$ cat src/rtl/median_feeder.sv
// Median filter front end: collects a 9-byte window from the host, streams it to the filter and captures the median.
// Optional result counter WIN_CNT is compiled in when MEDIAN_FEEDER_STATS_EN is defined.
module median_feeder #(
    parameter int TIMEOUT_CYCLES = 64
) (
    input  logic        CLK,
    input  logic        reset,
    input  logic [7:0]  IN_DATA,
    input  logic        IN_VALID,
    output logic        IN_READY,
    output logic [7:0]  DI,
    output logic        DSI,
    input  logic [7:0]  DO,
    input  logic        DSO,
    output logic [7:0]  RES_DATA,
    output logic        RES_VALID,
    input  logic        RES_ACK,
    output logic        TIMEOUT,
`ifdef MEDIAN_FEEDER_STATS_EN
    output logic [15:0] WIN_CNT,
`endif
    output logic [2:0]  state_dbg_o
);

    // Host handshake: a byte transfers on every rising edge where IN_READY and IN_VALID are both 1.
    typedef enum logic [2:0] {
        IDLE = 3'd0,
        FILL = 3'd1,
        SEND = 3'd2,
        WAIT = 3'd3,
        HOLD = 3'd4
    } state_e;

    localparam logic [7:0] TO_LAST = 8'(TIMEOUT_CYCLES - 1);

    state_e     state_q;
    logic [3:0] k_q;
    logic [7:0] cnt_q;
    logic       in_ready_q;
    logic       dsi_q;
    logic [7:0] di_q;
    logic [7:0] res_data_q;
    logic       res_valid_q;
    logic       timeout_q;
    logic [7:0] win_buf_q [9];
`ifdef MEDIAN_FEEDER_STATS_EN
    logic [15:0] win_cnt_q;
`endif

    // Window storage is deliberately outside the reset domain; a partial window is dropped via k_q.
    always_ff @(posedge CLK) begin
        if (in_ready_q && IN_VALID) begin
            win_buf_q[k_q] <= IN_DATA;
        end
    end

    always_ff @(posedge CLK or negedge reset) begin
        if (!reset) begin
            state_q     <= IDLE;
            k_q         <= 4'd0;
            cnt_q       <= 8'd0;
            in_ready_q  <= 1'b0;
            dsi_q       <= 1'b0;
            di_q        <= 8'h00;
            res_data_q  <= 8'h00;
            res_valid_q <= 1'b0;
            timeout_q   <= 1'b0;
`ifdef MEDIAN_FEEDER_STATS_EN
            win_cnt_q   <= 16'h0000;
`endif
        end else begin
            timeout_q <= 1'b0;
            case (state_q)
                IDLE: begin
                    state_q    <= FILL;
                    in_ready_q <= 1'b1;
                    k_q        <= 4'd0;
                end
                FILL: begin
                    if (IN_VALID) begin
                        if (k_q == 4'd8) begin
                            // buf[0] goes out on the very next cycle; k_q then names the byte after it.
                            in_ready_q <= 1'b0;
                            dsi_q      <= 1'b1;
                            di_q       <= win_buf_q[0];
                            k_q        <= 4'd1;
                            state_q    <= SEND;
                        end else begin
                            k_q <= k_q + 4'd1;
                        end
                    end
                end
                SEND: begin
                    if (k_q == 4'd9) begin
                        dsi_q   <= 1'b0;
                        di_q    <= 8'h00;
                        k_q     <= 4'd0;
                        cnt_q   <= 8'd0;
                        state_q <= WAIT;
                    end else begin
                        di_q <= win_buf_q[k_q];
                        k_q  <= k_q + 4'd1;
                    end
                end
                WAIT: begin
                    // A result arriving on the last allowed cycle still counts as a capture.
                    if (DSO) begin
                        res_data_q  <= DO;
                        res_valid_q <= 1'b1;
                        state_q     <= HOLD;
`ifdef MEDIAN_FEEDER_STATS_EN
                        if (win_cnt_q != 16'hFFFF) begin
                            win_cnt_q <= win_cnt_q + 16'd1;
                        end
`endif
                    end else if (cnt_q == TO_LAST) begin
                        timeout_q  <= 1'b1;
                        in_ready_q <= 1'b1;
                        state_q    <= FILL;
                    end else begin
                        cnt_q <= cnt_q + 8'd1;
                    end
                end
                HOLD: begin
                    if (RES_ACK) begin
                        res_valid_q <= 1'b0;
                        in_ready_q  <= 1'b1;
                        state_q     <= FILL;
                    end
                end
                default: begin
                    state_q <= IDLE;
                end
            endcase
        end
    end

    assign IN_READY    = in_ready_q;
    assign DSI         = dsi_q;
    assign DI          = di_q;
    assign RES_DATA    = res_data_q;
    assign RES_VALID   = res_valid_q;
    assign TIMEOUT     = timeout_q;
    assign state_dbg_o = state_q;
`ifdef MEDIAN_FEEDER_STATS_EN
    assign WIN_CNT     = win_cnt_q;
`endif

endmodule

$ cat config.mk
export PLATFORM = sky130hd
export DESIGN_NAME = median_feeder
export DESIGN_NICKNAME = d
export VERILOG_FILES = /design/src/rtl/median_feeder.sv
export SDC_FILE = /design/constraint.sdc
export NUM_CORES = 1
export LEC_CHECK = 0
export ABC_AREA = 0
export CAP_MARGIN = 20
export CORE_ASPECT_RATIO = 0.9
export CORE_MARGIN = 2
export CORE_UTILIZATION = 35
export DETAILED_ROUTE_END_ITERATION = 12
export DONT_BUFFER_PORTS = 1
export SYNTH_ARGS = -nofsm -noshare
export SYNTH_HDL_FRONTEND = slang
export SYNTH_SLANG_ARGS = --single-unit
$ cat constraint.sdc
create_clock -name CLK -period 3.1 [get_ports CLK]
set_input_delay 0.62 -clock CLK [delete_from_list [all_inputs] [get_ports CLK]]
set_output_delay 0.62 -clock CLK [all_outputs]
set_load 0.01 [all_outputs]
==> out/qor.yml, run 1 <==
outcome: "finished, final reports clean"
cts_resized: 0
hpwl_um: 6740
initial_core_util_pct: 35.4
drt-initial-drc-count: 178
setup_ws_ps: 753
worstPathArrival_ps: 2620
seq_area_frac_synth_pct: 65.1
wl_per_cell_um: 19.1
power_per_cell_area_nw_per_um2: 955
worstPathRequired_ps: 3370
numCtsBuffers: 9
die_y_um: 114
path_buf_inv: 0
area_growth_pct: 12.4
cts_post_setup_buffers_inserted: 0
finalSetupTns_ps: 0
diodes: 0
p_leak_nw: 1.91
design.core.area_um2: 13200
hold_viol_final: 0
hold_class: "in2async"
worstSetupPathType: "reg2reg"
worst_setup_path_start_kind: "register"
synthFlopType: "edfxtp_1"
gp_congestion: 0.800
power_frac_seq_pct: 43.6
ys_ff_latch: 107
slowest_delay_ps: 560
vias: 2805
power_switching_w: 0.00176
synthDistinctLibCells: 49
worstMarginPinSlew_ps: 710
route.detailed.drc: 0
setup_viol: 0
root_buffer: "clkbuf_16"
clockBufferDepth: 2
io_pins: 44
cts_sinks: 107
routed_wl_um: 9960
cts_tree: "done"
track_usage_pct: 14.9
slew_violations: 0
maxCapViolCount: 0
numPortBuffers: 0
worstSkewPairLatency_ps: 350
p_int_w: 0.00325
clkPwrFrac_pct: 25.3
path_clk_slew_ps: 80
final_cell_mix: "edfxtp_1, dfrtp_1, mux2i_1"
netlist_area_um2: 4670
fin_crit_ps: 2350
synth_fp_nets: 368
synth-async-reset-ratio_pct: 32.7
fmax_mhz: 426
synth_cells: 342
grt_first_pass_wirelength_um: 15900
ys.warnings.count: 0
viasPerCell: 5.37
ant_nets: 0
grt_pass1_vias: 2810
max_slew_margin_pct: 52.7
cp_slowest_cell: "nor3b_1"
layout_commonest_cell: "edfxtp_1"
crit_family: "simple AND/OR/NAND/NOR gates"
path_max_fanout: 12
skew_ps: 9.43
fin_crit_sh_pct: 75.7
drive_gt1_share_pct: 14.4
crit_chain: "nor3b_1 > nand3_1 > nand2_1 > a2bb2oi_1"
power_frac_comb_pct: 31.1
syn_avg_cell_area_um2: 13.6
htree_levels: 3
final_core_util_pct: 39.8
rows: 40
cts_hold_buf: 1
layout.nets: 375
rsz0062_at_grt: "false"
dieArea_um2: 14300
dieWidth_um: 126
antenna_found_initial: 0
grt_max_degree: 36
synth_edf_count: 72
overflow: 0
peakVddDrop_mv: 0.360
critPathCaptureType: "register"
drtPass1Iterations: 4
switching_share_pct: 35.1
dp_slack_ps: 805
-- stage by stage --
stage / instances / cell area [um^2] / total power [W] / hold WS (ps)
after floorplan: 342 / 4670 / 0.00334 / 324
after global placement: 505 / 4880 / 0.00372 / 325
after detailed placement: 505 / 4880 / 0.00375 / 325
after CTS: 522 / 5240 / 0.00505 / 90.9
after global routing: 522 / 5240 / 0.00530 / 94.1
final: 522 / 5240 / 0.00501 / 93.9
-- sequential cells by signal (all words and copies together), names as in the netlist --
register,cells
DI,8
TIMEOUT,1
RES_VALID,1
k_q,4
win_buf_q,72
state_dbg_o,3
IN_READY,1
cnt_q,8
RES_DATA,8
DSI,1
-- routing by layer --
metal	GRT usage [%]	share of wire [%]	vias up
li1	-	-	1330
met1	20.4	46	1388
met2	22.4	46	75
met3	4.74	6.4	12
met4	5.41	1.6	0
met5	0	0	-
-- cells in the mapped netlist, types with 7 or more instances --
cell type  number  area [um^2]
edfxtp_1       72         2160
dfrtp_1        35          876
mux2i_1        31          310
o21ai_0        23          115
nand2_1        16         60.1
nor2_1         15         56.3
buf_2          12         60.1
o31ai_1        11         82.6
a21oi_1        10         50.1
mux2_2         10          113
nor3_1         10         50.1
o22ai_1         8         50.1
a2bb2oi_1       7         61.3
nand3b_1        7         52.6
-- power groups by stage --
stage               Sequential, W  Clock, W  Combinational (W)
floorplan                 0.00208         0            0.00126
global placement          0.00221         0            0.00151
detailed placement        0.00221         0            0.00154
CTS                       0.00219   0.00131            0.00156
global route              0.00223   0.00135            0.00172
finish                    0.00218   0.00127            0.00156
-- worst paths after layout --
path	start	end	slack, ps	cells after the start
setup reg to reg	state_dbg_o[1]	DI[6]	750	4
min in group CLK	DSO	TIMEOUT	330	1
hold / removal	reset	state_dbg_o[0]	90	1
hold reg to reg	cnt_q[1]	cnt_q[1]	540	1
setup / recovery	state_dbg_o[1]	DI[6]	750	4
max in group asynchronous	reset	cnt_q[2]	2820	1
-- logic make-up after synthesis --
| kind of cell | synth area share (%) |
|---|---|
| AOI/OAI and AO/OA | 10.7 |
| and+or+nand+nor | 9.92 |
| adders and majority gates | 1.34 |
| buffers and inverters | 2.90 |
| DFF | 65.1 |
| muxes | 10.0 |
-- layout make-up --
cell class / instances / area, um^2
clock buffer: 9 / 225
clock inverter: 7 / 114
fill: 1206 / 7920
inverter: 6 / 22.5
multi-input combinational: 208 / 1490
sequential: 107 / 3040
tap: 168 / 210
timing repair buffer: 17 / 140
Power figures use the tool's default switching activity.
==> run 2: changes to the inputs <==
Clock period 3.1 ns to 1.9 ns, I/O delays scaled along.
==> run 2 against run 1 <==
Compared with the run above:
- clock-buffer cell count grew 1
- largest power group unchanged
- power grew 62%
- non-clock buffer count grew 17
- sequential power grew 59%
- die area is the same
- register-to-register slack lost 700 ps
==> out/qor.yml, run 2 (synthesis gave the netlist of run 1 again) <==
outcome: "finished, final reports clean"
maxCapViolCount: 0
power_frac_seq_pct: 42.7
p_leak_nw: 1.97
layout.nets: 392
worst_setup_path_start_kind: "register"
dp_cells: 521
final_cells: 539
finalPower_w: 0.00812
top_register: "win_buf_q"
dieWidth_um: 126
wl_per_cell_um: 18.7
reg2reg_depth: 6
dieArea_um2: 14300
fmax_mhz: 543
grt_max_degree: 36
drt-initial-drc-count: 178
path_max_fanout: 6
diodes: 0
power_switching_w: 0.00293
path_clk_slew_ps: 70
crit_chain: "inv_2 > ha_4 > and3b_2 > a2bb2oi_1 > nand2_1 > mux2_2"
multi_input_area_um2: 1540
clockBufferDepth: 2
cts_sinks: 107
track_usage_pct: 14.7
fin_crit_sh_pct: 97.0
numCtsBuffers: 9
gp_congestion: 0.802
worstPathRequired_ps: 2130
cp_slowest_cell: "a2bb2oi_1"
skew_ps: 10.2
fillers: 1221
power_frac_comb_pct: 35.3
power_per_cell_area_nw_per_um2: 1510
hold_class: "in2reg"
register_area_um2: 3040
finalSetupTns_ps: 0
io_pins: 44
vias: 2881
root_buffer: "clkbuf_16"
overflow: 0
route.detailed.drc: 0
dp_slack_ps: 41.3
critPathCaptureType: "register"
slew_violations: 0
hold_viol_final: 0
p_int_w: 0.00519
ant_nets: 0
hpwl_um: 6990
rows: 40
worstMarginPinSlew_ps: 513
die_y_um: 114
drive_gt1_share_pct: 20.5
slowest_delay_ps: 460
largest_reg_flops: 72
final_cell_mix: "edfxtp_1, dfrtp_1, mux2i_1, buf_4, o21ai_0"
r2r-end: "state_dbg_o[0]"
initial_core_util_pct: 35.4
layout_commonest_cell: "edfxtp_1"
switching_share_pct: 36.0
r2r_start: "k_q[1]"
critPathLaunch: "k_q[1]"
setup_viol: 0
clkPwrFrac_pct: 22.1
drtPass1Iterations: 4
numPortBuffers: 0
worstSkewPairLatency_ps: 350
cts_post_setup_buffers_inserted: 0
area_growth_pct: 15.0
viasPerCell: 5.35
worstPathArrival_ps: 2080
worstSetupPathType: "reg2reg"
routed_wl_um: 10100
peakVddDrop_mv: 0.539
cp-endpoint: "state_dbg_o[0]"
cts_tree: "done"
setup_ws_ps: 57.0
grt_first_pass_wirelength_um: 16000
whs_ps: 113
design.core.area_um2: 13200
rrSetupSlack_ps: 60
antenna_found_initial: 0
htree_levels: 3
max_slew_margin_pct: 65.7
fin_crit_ps: 1840
rsz0062_at_grt: "true"
grt_pass1_vias: 2917
==> run 2: worst max-delay path, delay by kind of cell (launching register included) <==
kind            cells  cell delay [ps]
compound gates      1              460
simple gates        2              360
fa+ha+maj           1              140
flops               1              390
buf+inv             1               80
mux                 1              290
==> run 2: through the flow <==
step | area, um^2 | util [%]
3_3_place_gp | 5030 | 38.2
5_1_grt | 5370 | 40.8
6_report | 5370 | 40.8
4_1_cts | 5350 | 40.6
3_5_place_dp | 5030 | 38.2
2_1_floorplan | 4710 | -
==> run 2: worst min-delay path by stage <==
stage                from              end  slack (ps)  depth (start not counted)
6_report              DSO          TIMEOUT         110                          1
5_1_grt        IN_DATA[7]  win_buf_q[6][7]          90                          0
3_5_place_dp        reset         cnt_q[0]          90                          0
4_1_cts               DSO          TIMEOUT         100                          1
2_1_floorplan       reset            DI[0]          80                          0
3_3_place_gp        reset        RES_VALID          90                          0
==> run 2: cell type report <==
type                       count  area share [%]
clock buffer                  10            4.27
clock inverter                 6            1.03
inverter                       6           0.420
sequential                   107            56.6
timing repair buffer          34            5.10
multi-input combinational    208            28.7
tap                          168            3.92
==> run 2: power by group through the flow <==
| stage | sequential [W] | combinational [W] | clock, W |
|---|---|---|---|
| after floorplan | 0.00339 | 0.00213 | 0 |
| after global placement | 0.00350 | 0.00275 | 0 |
| after detailed placement | 0.00351 | 0.00282 | 0 |
| after CTS | 0.00347 | 0.00285 | 0.00184 |
| after global routing | 0.00353 | 0.00314 | 0.00194 |
| final | 0.00347 | 0.00286 | 0.00179 |
==> run 2: metal layers <==
metal  global-route usage [%]  part of all wire (%)  vias up
li1                         -                     -     1365
met3                     5.30                   6.4       17
met1                     19.9                    46     1421
met5                        0                     0        -
met4                     4.22                   1.4        0
met2                     22.6                    46       78
==> run 2: timing repair <==
action / CTS / global route
hold endpoints to repair: 35 / 0
hold buffers: 2 / 0
resized for setup: 0 / 5
endpoints found under the setup margin: 0 / 13
